[src/rtl/divider_op_sequencer_if.sv]
// Handshake bundle between the operand/result streams, the divider and the sequencer.
`timescale 1ns/1ps
interface divider_op_sequencer_if #(
  parameter int WIDTH = 32
);
  logic [WIDTH-1:0] in_a;
  logic [WIDTH-1:0] in_b;
  logic             in_valid;
  logic             in_ready;
  logic [WIDTH-1:0] div_a;
  logic             div_a_stb;
  logic             div_a_ack;
  logic [WIDTH-1:0] div_b;
  logic             div_b_stb;
  logic             div_b_ack;
  logic [WIDTH-1:0] div_z;
  logic             div_z_stb;
  logic             div_z_ack;
  logic [WIDTH-1:0] out_z;
  logic             out_valid;
  logic             out_ready;

  // master is the sequencer, slave is everything around it
  modport master (
    input  in_a, in_b, in_valid,
    output in_ready,
    output div_a, div_a_stb,
    input  div_a_ack,
    output div_b, div_b_stb,
    input  div_b_ack,
    input  div_z, div_z_stb,
    output div_z_ack,
    output out_z, out_valid,
    input  out_ready
  );

  modport slave (
    output in_a, in_b, in_valid,
    input  in_ready,
    input  div_a, div_a_stb,
    output div_a_ack,
    input  div_b, div_b_stb,
    output div_b_ack,
    output div_z, div_z_stb,
    input  div_z_ack,
    input  out_z, out_valid,
    output out_ready
  );
endinterface

[src/rtl/divider_op_sequencer.sv]
// Drives one operand pair at a time into the stb/ack divider and queues the
// quotients in a small FIFO for a valid/ready consumer.
`timescale 1ns/1ps
module divider_op_sequencer #(
  parameter int WIDTH = 32,
  parameter int DEPTH = 4
) (
  input  logic                     clk,
  input  logic                     rst,
  divider_op_sequencer_if.master   bus,
  output logic                     busy,
  output logic [$clog2(DEPTH):0]   count
);
  localparam int AW = $clog2(DEPTH);
  localparam int CW = AW + 1;

  typedef enum logic [2:0] {IDLE, SEND_A, SEND_B, WAIT_Z, ACK_Z} state_t;

  state_t           state_reg, state_next;
  logic [WIDTH-1:0] div_a_reg, div_a_next;
  logic [WIDTH-1:0] div_b_reg, div_b_next;
  logic             a_stb_reg, a_stb_next;
  logic             b_stb_reg, b_stb_next;
  logic             z_ack_reg, z_ack_next;

  logic [WIDTH-1:0] mem [DEPTH];
  logic [AW-1:0]    wr_ptr_reg, rd_ptr_reg;
  logic [CW-1:0]    count_reg, count_next;

  logic accept, push, pop, in_ready_w, out_valid_w;

  assign in_ready_w  = rst && (state_reg == IDLE) && (count_reg < CW'(DEPTH));
  assign out_valid_w = rst && (count_reg != '0);
  assign accept      = bus.in_valid && in_ready_w;
  // Room is guaranteed: acceptance required count < DEPTH and only one op is in flight
  assign push        = (state_reg == WAIT_Z) && bus.div_z_stb;
  assign pop         = out_valid_w && bus.out_ready;

  always_comb begin
    state_next = state_reg;
    div_a_next = div_a_reg;
    div_b_next = div_b_reg;
    a_stb_next = a_stb_reg;
    b_stb_next = b_stb_reg;
    z_ack_next = 1'b0;
    case (state_reg)
      IDLE: begin
        if (accept) begin
          div_a_next = bus.in_a;
          div_b_next = bus.in_b;
          a_stb_next = 1'b1;
          state_next = SEND_A;
        end
      end
      SEND_A: begin
        if (a_stb_reg && bus.div_a_ack) begin
          a_stb_next = 1'b0;
          b_stb_next = 1'b1;
          state_next = SEND_B;
        end
      end
      SEND_B: begin
        if (b_stb_reg && bus.div_b_ack) begin
          b_stb_next = 1'b0;
          state_next = WAIT_Z;
        end
      end
      WAIT_Z: begin
        if (bus.div_z_stb) begin
          z_ack_next = 1'b1;
          state_next = ACK_Z;
        end
      end
      ACK_Z:   state_next = IDLE;
      default: state_next = IDLE;
    endcase
  end

  always_comb begin
    count_next = count_reg;
    case ({push, pop})
      2'b10:   count_next = count_reg + CW'(1);
      2'b01:   count_next = count_reg - CW'(1);
      default: count_next = count_reg;
    endcase
  end

  always_ff @(posedge clk) begin
    if (!rst) begin
      state_reg  <= IDLE;
      div_a_reg  <= '0;
      div_b_reg  <= '0;
      a_stb_reg  <= 1'b0;
      b_stb_reg  <= 1'b0;
      z_ack_reg  <= 1'b0;
      wr_ptr_reg <= '0;
      rd_ptr_reg <= '0;
      count_reg  <= '0;
    end else begin
      state_reg  <= state_next;
      div_a_reg  <= div_a_next;
      div_b_reg  <= div_b_next;
      a_stb_reg  <= a_stb_next;
      b_stb_reg  <= b_stb_next;
      z_ack_reg  <= z_ack_next;
      count_reg  <= count_next;
      if (push) wr_ptr_reg <= wr_ptr_reg + AW'(1);
      if (pop)  rd_ptr_reg <= rd_ptr_reg + AW'(1);
    end
  end

  always_ff @(posedge clk) begin
    if (rst && push) mem[wr_ptr_reg] <= bus.div_z;
  end

  assign bus.in_ready  = in_ready_w;
  assign bus.div_a     = div_a_reg;
  assign bus.div_b     = div_b_reg;
  assign bus.div_a_stb = a_stb_reg;
  assign bus.div_b_stb = b_stb_reg;
  assign bus.div_z_ack = z_ack_reg;
  assign bus.out_valid = out_valid_w;
  assign bus.out_z     = out_valid_w ? mem[rd_ptr_reg] : '0;
  assign busy          = (state_reg != IDLE);
  assign count         = count_reg;
endmodule

[src/flat_wrapper.sv]
// flat-port wrapper written by rule: the top's interface ports become plain ports
module divider_op_sequencer_flat 
#(
  parameter int WIDTH = 32,
  parameter int DEPTH = 4
)
  (clk, rst, busy, count, bus_in_a, bus_in_b, bus_in_valid, bus_in_ready, bus_div_a, bus_div_a_stb, bus_div_a_ack, bus_div_b, bus_div_b_stb, bus_div_b_ack, bus_div_z, bus_div_z_stb, bus_div_z_ack, bus_out_z, bus_out_valid, bus_out_ready);
  divider_op_sequencer_if #(.WIDTH(WIDTH)) bus_i ();
  input  logic clk;
  input  logic rst;
  output logic busy;
  output logic [$clog2(DEPTH):0] count;
  input wire logic [$bits(bus_i.in_a)-1:0] bus_in_a;
  input wire logic [$bits(bus_i.in_b)-1:0] bus_in_b;
  input wire logic [$bits(bus_i.in_valid)-1:0] bus_in_valid;
  output wire logic [$bits(bus_i.in_ready)-1:0] bus_in_ready;
  output wire logic [$bits(bus_i.div_a)-1:0] bus_div_a;
  output wire logic [$bits(bus_i.div_a_stb)-1:0] bus_div_a_stb;
  input wire logic [$bits(bus_i.div_a_ack)-1:0] bus_div_a_ack;
  output wire logic [$bits(bus_i.div_b)-1:0] bus_div_b;
  output wire logic [$bits(bus_i.div_b_stb)-1:0] bus_div_b_stb;
  input wire logic [$bits(bus_i.div_b_ack)-1:0] bus_div_b_ack;
  input wire logic [$bits(bus_i.div_z)-1:0] bus_div_z;
  input wire logic [$bits(bus_i.div_z_stb)-1:0] bus_div_z_stb;
  output wire logic [$bits(bus_i.div_z_ack)-1:0] bus_div_z_ack;
  output wire logic [$bits(bus_i.out_z)-1:0] bus_out_z;
  output wire logic [$bits(bus_i.out_valid)-1:0] bus_out_valid;
  input wire logic [$bits(bus_i.out_ready)-1:0] bus_out_ready;
  assign bus_i.in_a = bus_in_a;
  assign bus_i.in_b = bus_in_b;
  assign bus_i.in_valid = bus_in_valid;
  assign bus_in_ready = bus_i.in_ready;
  assign bus_div_a = bus_i.div_a;
  assign bus_div_a_stb = bus_i.div_a_stb;
  assign bus_i.div_a_ack = bus_div_a_ack;
  assign bus_div_b = bus_i.div_b;
  assign bus_div_b_stb = bus_i.div_b_stb;
  assign bus_i.div_b_ack = bus_div_b_ack;
  assign bus_i.div_z = bus_div_z;
  assign bus_i.div_z_stb = bus_div_z_stb;
  assign bus_div_z_ack = bus_i.div_z_ack;
  assign bus_out_z = bus_i.out_z;
  assign bus_out_valid = bus_i.out_valid;
  assign bus_i.out_ready = bus_out_ready;
  divider_op_sequencer #(.WIDTH(WIDTH), .DEPTH(DEPTH)) u_core (.clk(clk), .rst(rst), .bus(bus_i), .busy(busy), .count(count));
endmodule
[config.mk]
export PLATFORM = sky130hd
export DESIGN_NAME = divider_op_sequencer_flat
export DESIGN_NICKNAME = d
export VERILOG_FILES = /design/src/rtl/divider_op_sequencer_if.sv /design/src/rtl/divider_op_sequencer.sv /design/src/flat_wrapper.sv
export SDC_FILE = /design/constraint.sdc
export NUM_CORES = 1
export LEC_CHECK = 0
export CAP_MARGIN = 10
export CORE_MARGIN = 2
export CORE_UTILIZATION = 50
export DETAILED_ROUTE_END_ITERATION = 8
export PLACE_DENSITY = 0.81
export SETUP_SLACK_MARGIN = 0.05
export SLEW_MARGIN = 20
export SYNTH_ARGS = -nofsm -noshare
export SYNTH_HDL_FRONTEND = slang
export SYNTH_SLANG_ARGS = --single-unit
[constraint.sdc]
create_clock -name clk -period 5.73 [get_ports clk]
set_clock_uncertainty 0.05 [all_clocks]
set_input_delay 1.146 -clock clk [delete_from_list [all_inputs] [get_ports clk]]
set_output_delay 1.146 -clock clk [all_outputs]
set_load 0.005 [all_outputs]
# After elaboration in Yosys (flattened, before gate mapping)
# Memory sizes are Yosys's and may differ from the RTL's. A register that Yosys moved wholly into a read port is not among the register bits.
# Cells that the tools add are included.
[op_classes] add_sub_neg=4 n_mul=0 n_div=0 n_lt_le_gt_ge=1 eq_ne=9 shift=0 mux=18 n_bitwise=0 n_reduce_logical=20
[ops] cell="$mux 32" n=1
[ops] cell="$mux 3" n=4
[ops] cell="$pmux 3 s4" n=1
[ops] cell="$logic_and 1x1->1" n=9
[ops] cell="$mux 1" n=7
[ops] cell="$eq 3x2->1 const B" n=2
[ops] cell="$ne 2x1->1 const B" n=3
[ops] cell="$pmux 3 s2" n=1
[ops] cell="$reduce_and 3->1" n=2
[ops] cell="$reduce_bool 2->1" n=3
[ops] cell="$reduce_bool 3->1" n=2
[ops] cell="$add 2x1->2 const B" n=2
[ops] cell="$mux 2" n=2
[ops] cell="$pmux 1 s2" n=2
[ops] cell="$reduce_and 2->1" n=2
[ops] cell="$reduce_and 4->1" n=1
[ops] cell="$add 3x1->3 const B" n=1
[ops] cell="$eq 3x1->1 const B" n=1
[ops] cell="$logic_not 3->1" n=1
[ops] cell="$lt 3x3->1 const B" n=1
[ops] cell="$sub 3x1->3 const B" n=1
[ops] cell="$eq 2x1->1 const B" n=1
[ops] cell="$eq 2x2->1 const B" n=1
[ops] cell="$ne 2x2->1 const B" n=1
[word_totals] regBits=77 latch_bits=0 ramBits=128 romBits=0 in_bits=103 output_inout_bits=105 wordCells=62 mem_count=1
[memory_table] name="u_core.mem" words=4 word_bits=32 read_ports=1 rd_clocked_by_memory_dff=1 wr=1 line="divider_op_sequencer.sv:26" source="logic [WIDTH-1:0] mem [DEPTH];"

# Logic depth before layout (Yosys ltp)
[logic_depth] depth_word=6 mapped_depth=9 depth_no_buf=8

# Worst setup path after synthesis
# OpenSTA, ideal clock, no wires.
[synth_timing] path_kind="in2out" start="input port rst" end="output port bus_in_ready" arrival_time_ns=1.898 required_ns=4.534 setup_slack_ns=2.636 cell_stages=3 path_buffers=1 path_cell_list="nor4b_4 clkbuf_1 nor2b_1"
[synth_between] elab_chain_cells=2
[synth_rtl] item="start: declaration" line="flat_wrapper.sv:10" source="input logic rst;"
[synth_rtl] item="$logic_and 1x1->1 (2 in a row)" line="divider_op_sequencer.sv:32" source="assign in_ready_w = rst && (state_reg == IDLE) && (count_reg < CW'(DEPTH));"
[synth_rtl] item="end: declaration" line="flat_wrapper.sv:16" source="output wire logic [$bits(bus_i.in_ready)-1:0] bus_in_ready;"
# No other way between the ends.

==> results.txt <==
* Gate count of the mapped netlist: ~570
- The critical path in this run is classified as reg -> out.
- Worst Min Path Start: u_core.bus.div_b[21]
- Number of vias per cell after detailed routing: 5.32
* Cell Count Post-Placement: between 900 and 1000
* Top-area cell type share of the netlist area: 0.489
* Clock Latency Late Sink: around 0.47 ns
- Number of clock sinks: between 200 and 250
* Overall via count from detail_route: 5253
* Portion of the post-synthesis area used by sequential elements: 0.690
* Proportion of total power due to net switching: 0.202
- In this run the mean area of a mapped cell was 13.9 µm².
* Post-CTS Repair Setup Buffers: 0
- R2R cell count: 9
- Synthesized net count: a little under 700
* Register-to-register path setup slack: approximately 2.8 ns
- Internal Dissipation: 2.61 mW
- Dividing the final minimum period by the clock period gives 0.715.
- Clock-pin slew was measured on the worst setup and hold paths at around 0.060 ns.
* Die Width: 129 µm
- Counting instances, the worst hold path has a depth of 2.
- Launch instance of the worst register-to-register path: u_core.count[2]
* Overflow left after global routing: 0
* Full die area: between 0.015 and 0.02 mm²
- For this run, the total global-route usage over all layers was measured as 0.217.
* Max frequency: about 240 MHz
* Cell taking the most area after synthesis: edfxtp_1
- Min Clock Period, post-route: roughly 4.1 ns
- Initial antenna violation count: 0
- After synthesis the netlist holds a flip-flop and latch count of 207.
* Number of violations of the max-capacitance limit: 0
- Top cells by area, synth: edfxtp_1 49%, dfxtp_1 20%, mux4_2 9.2%
* Share of async-settable or async-resettable flops after synthesis: 0
- Detail Route Antenna Nets: 0
- Antenna Cells: 0
* HPWL after DPL: 11.7 mm
* Count of H-tree levels built during CTS: 1
- Num CTS Buffers: 21
- Average wire per cell in the routed design: 18.5 µm
- The analysis attributes to cell leakage a power of approximately 3.6 nW.
* Site Rows: 45
- The slowest stage of the critical path belongs to the cell dfxtp_2.
- The commonest cells after synthesis are 128 x edfxtp_1, 79 x dfxtp_1, 74 x nand2_1, 59 x nand3_1, 53 x o21ai_0.
- Max incr delay on CP: around 0.87 ns
- Setup repair after global routing left no endpoint under its margin.
* Synth cell types: 34
- The number of pins exceeding their max-slew limit in the final report was 0.
- The congestion estimate from routability-driven global placement came to slightly below 0.8.
* Switching pwr: approximately 660 µW
- Wire length of the first global-routing pass: around 28 mm
- Counting flops with a built-in enable in the synthesized netlist gives between 100 and 150.
* WP data required: around 4.5 ns
- In this run, post-CTS repair resized a total of 0 instances.
- The worst hold path terminates at u_core.bus.div_b[21].
* Crit path cell chain: buf_4, mux4_2, and2_1, clkdlybuf4s50_1
* Flip-flop count of the largest register after layout: about 130
* TritonCTS clock tree: done
* Number of setup violations in the final report: 0
- YS warnings: 0
- The worst hold path belongs to the class reg -> reg.
- The number of global-route vias before repair came to 5426.
- Worst IR drop on VDD: 0.235 mV
* Remaining routing DRC violations: 0
- Entering global routing, the biggest net connects 76 pins.
- In the final timing run, aggregate negative setup slack is 0 ns.
- Area growth, synth to finish: 37.1%
- Count of boundary I/O pins: between 200 and 250
- The number of failing hold endpoints at the final stage was 0.
- At the end of the flow, the number of nets in the layout was approximately 870.
- Part of the total power dissipated in sequential elements: 0.501
* Top delay family on crit path: flip-flops
- Total wire length: about 18 mm
- Maximum clock path buffer count: 3
- Relative max-transition margin: 0.426
- The synthesized netlist occupies a cell area of approximately 0.008 mm².
- Proportion of layout cells with a drive suffix above 1: 0.102
- The share of total power dissipated in combinational logic is 0.073.
* DRT Pass-1 Iters: 5
* Power per Cell Area: about 300 mW/mm²
* Number of I/O port buffers: 207
- The floorplan step set the die height to approximately 130 µm.
- Clock network fraction of design power: 0.426
* Non-filler cells, final: between 900 and 1000
- Type of element capturing the critical path: output port
- DRT iter0 DRCs: 347
- The tree is rooted in a clkbuf_16.
* Measured slew at the worst slew-check pin: ~0.86 ns
* Placeable core region: ~0.015 mm²
* Result of the run: finished clean
- Initial standard-cell utilization of the core: 0.514
- Reg2reg end: u_core.count[2]
* Prevailing post-synth register cell: edfxtp_1
* Most common cell in the synthesized netlist: edfxtp_1
- Arr. time, crit path: 2.90 ns
- Critical path startpoint category: register
* Buffer and inverter count on the worst path: 2
- Crit Path Max Fanout: 24
- Post-CTS Hold Buffers: 0
placed cells by master (no fill, tap or decap), types with 2 or more instances in the layout:
cell	Yosys	layout
clkbuf_1	27	3
and2_2	0	4
mux2i_1	10	10
inv_1	6	6
clkdlybuf4s50_1	0	206
dfxtp_1	79	77
nand3_1	59	59
o21ai_0	53	53
mux4_2	32	32
nor2_1	9	9
or3_1	2	2
buf_4	1	5
xor2_1	2	2
and2_1	38	33
clkinv_1	1	4
nor2b_1	3	2
clkinv_2	0	4
clkbuf_16	0	21
edfxtp_1	128	128
nand2_1	74	74
ha_1	5	5
bufinv_16	0	4
a21oi_1	4	4
o21ai_1	9	9
dfxtp_2	0	2
logic make-up after synthesis:
kind of cell | Yosys count | synth area share
AO/OA/AOI/OAI | 70 | 0.0464
XOR/XNOR | 3 | 0.00334
adder cells (fa/ha/maj) | 6 | 0.0105
buffers and inverters | 48 | 0.0251
flip-flops | 207 | 0.690
multiplexers | 42 | 0.104
AND/OR/NAND/NOR | 192 | 0.121
cell type report:
class	instances	area, µm²
Multi-Input combinational cell	313	2260
Timing Repair Buffer	212	2100
Inverter	7	26.3
Sequential cell	207	5430
Clock inverter	13	164
Clock buffer	24	537
Tap cell	211	264
Fill cell	1028	4530
stage by stage:
stage / hold slack (ns) / utilization / instance area (µm²) / total power [mW] / setup slack, ns
after floorplan: 0.377 / - / 7870 / 1.74 / 2.64
after global placement: 0.386 / 0.658 / 10100 / 1.90 / 1.62
after detailed placement: 0.397 / 0.658 / 10100 / 1.91 / 1.45
after CTS: 0.410 / 0.704 / 10800 / 3.30 / 1.52
after global routing: 0.418 / 0.704 / 10800 / 3.38 / 1.42
final: 0.405 / 0.704 / 10800 / 3.27 / 1.63
routing by layer:
layer	share of wire	vias up	GRT usage
li1	-	2454	-
met1	0.40	2550	0.274
met2	0.49	217	0.359
met3	0.097	32	0.0768
met4	0.021	0	0.0582
met5	0	-	0
worst max-delay path by stage:
| stage | slack (ns) | end | from | depth (start not counted) |
|---|---|---|---|---|
| final | 1.63 | bus_out_z[8] | register | 4 |
| after global routing | 1.42 | bus_out_z[4] | register | 4 |
| after CTS | 1.52 | bus_out_z[8] | register | 4 |
| after detailed placement | 1.45 | u_core.bus.div_b[16] | rst | 6 |
| after global placement | 1.62 | u_core.bus.div_b[8] | rst | 6 |
| after floorplan | 2.64 | bus_in_ready | rst | 3 |
power by group through the flow:
stage	Sequential (mW)	Clock [mW]	Combinational (mW)
6_report	1.64	1.39	0.240
4_1_cts	1.64	1.42	0.241
2_1_floorplan	1.67	0	0.0681
3_5_place_dp	1.67	0	0.239
5_1_grt	1.64	1.48	0.261
3_3_place_gp	1.67	0	0.233
worst reg2reg max path, cell delays in order (launching register included):
cell     delay (ns)
dfxtp_1        0.49
o31a_2         0.59
buf_4          0.23
and2_1         0.21
ha_1           0.21
inv_1          0.06
fa_1           0.38
xor2_1         0.17
or3_1          0.33
a21oi_1        0.15
No activity file was read; power rests on OpenSTA's default activity.
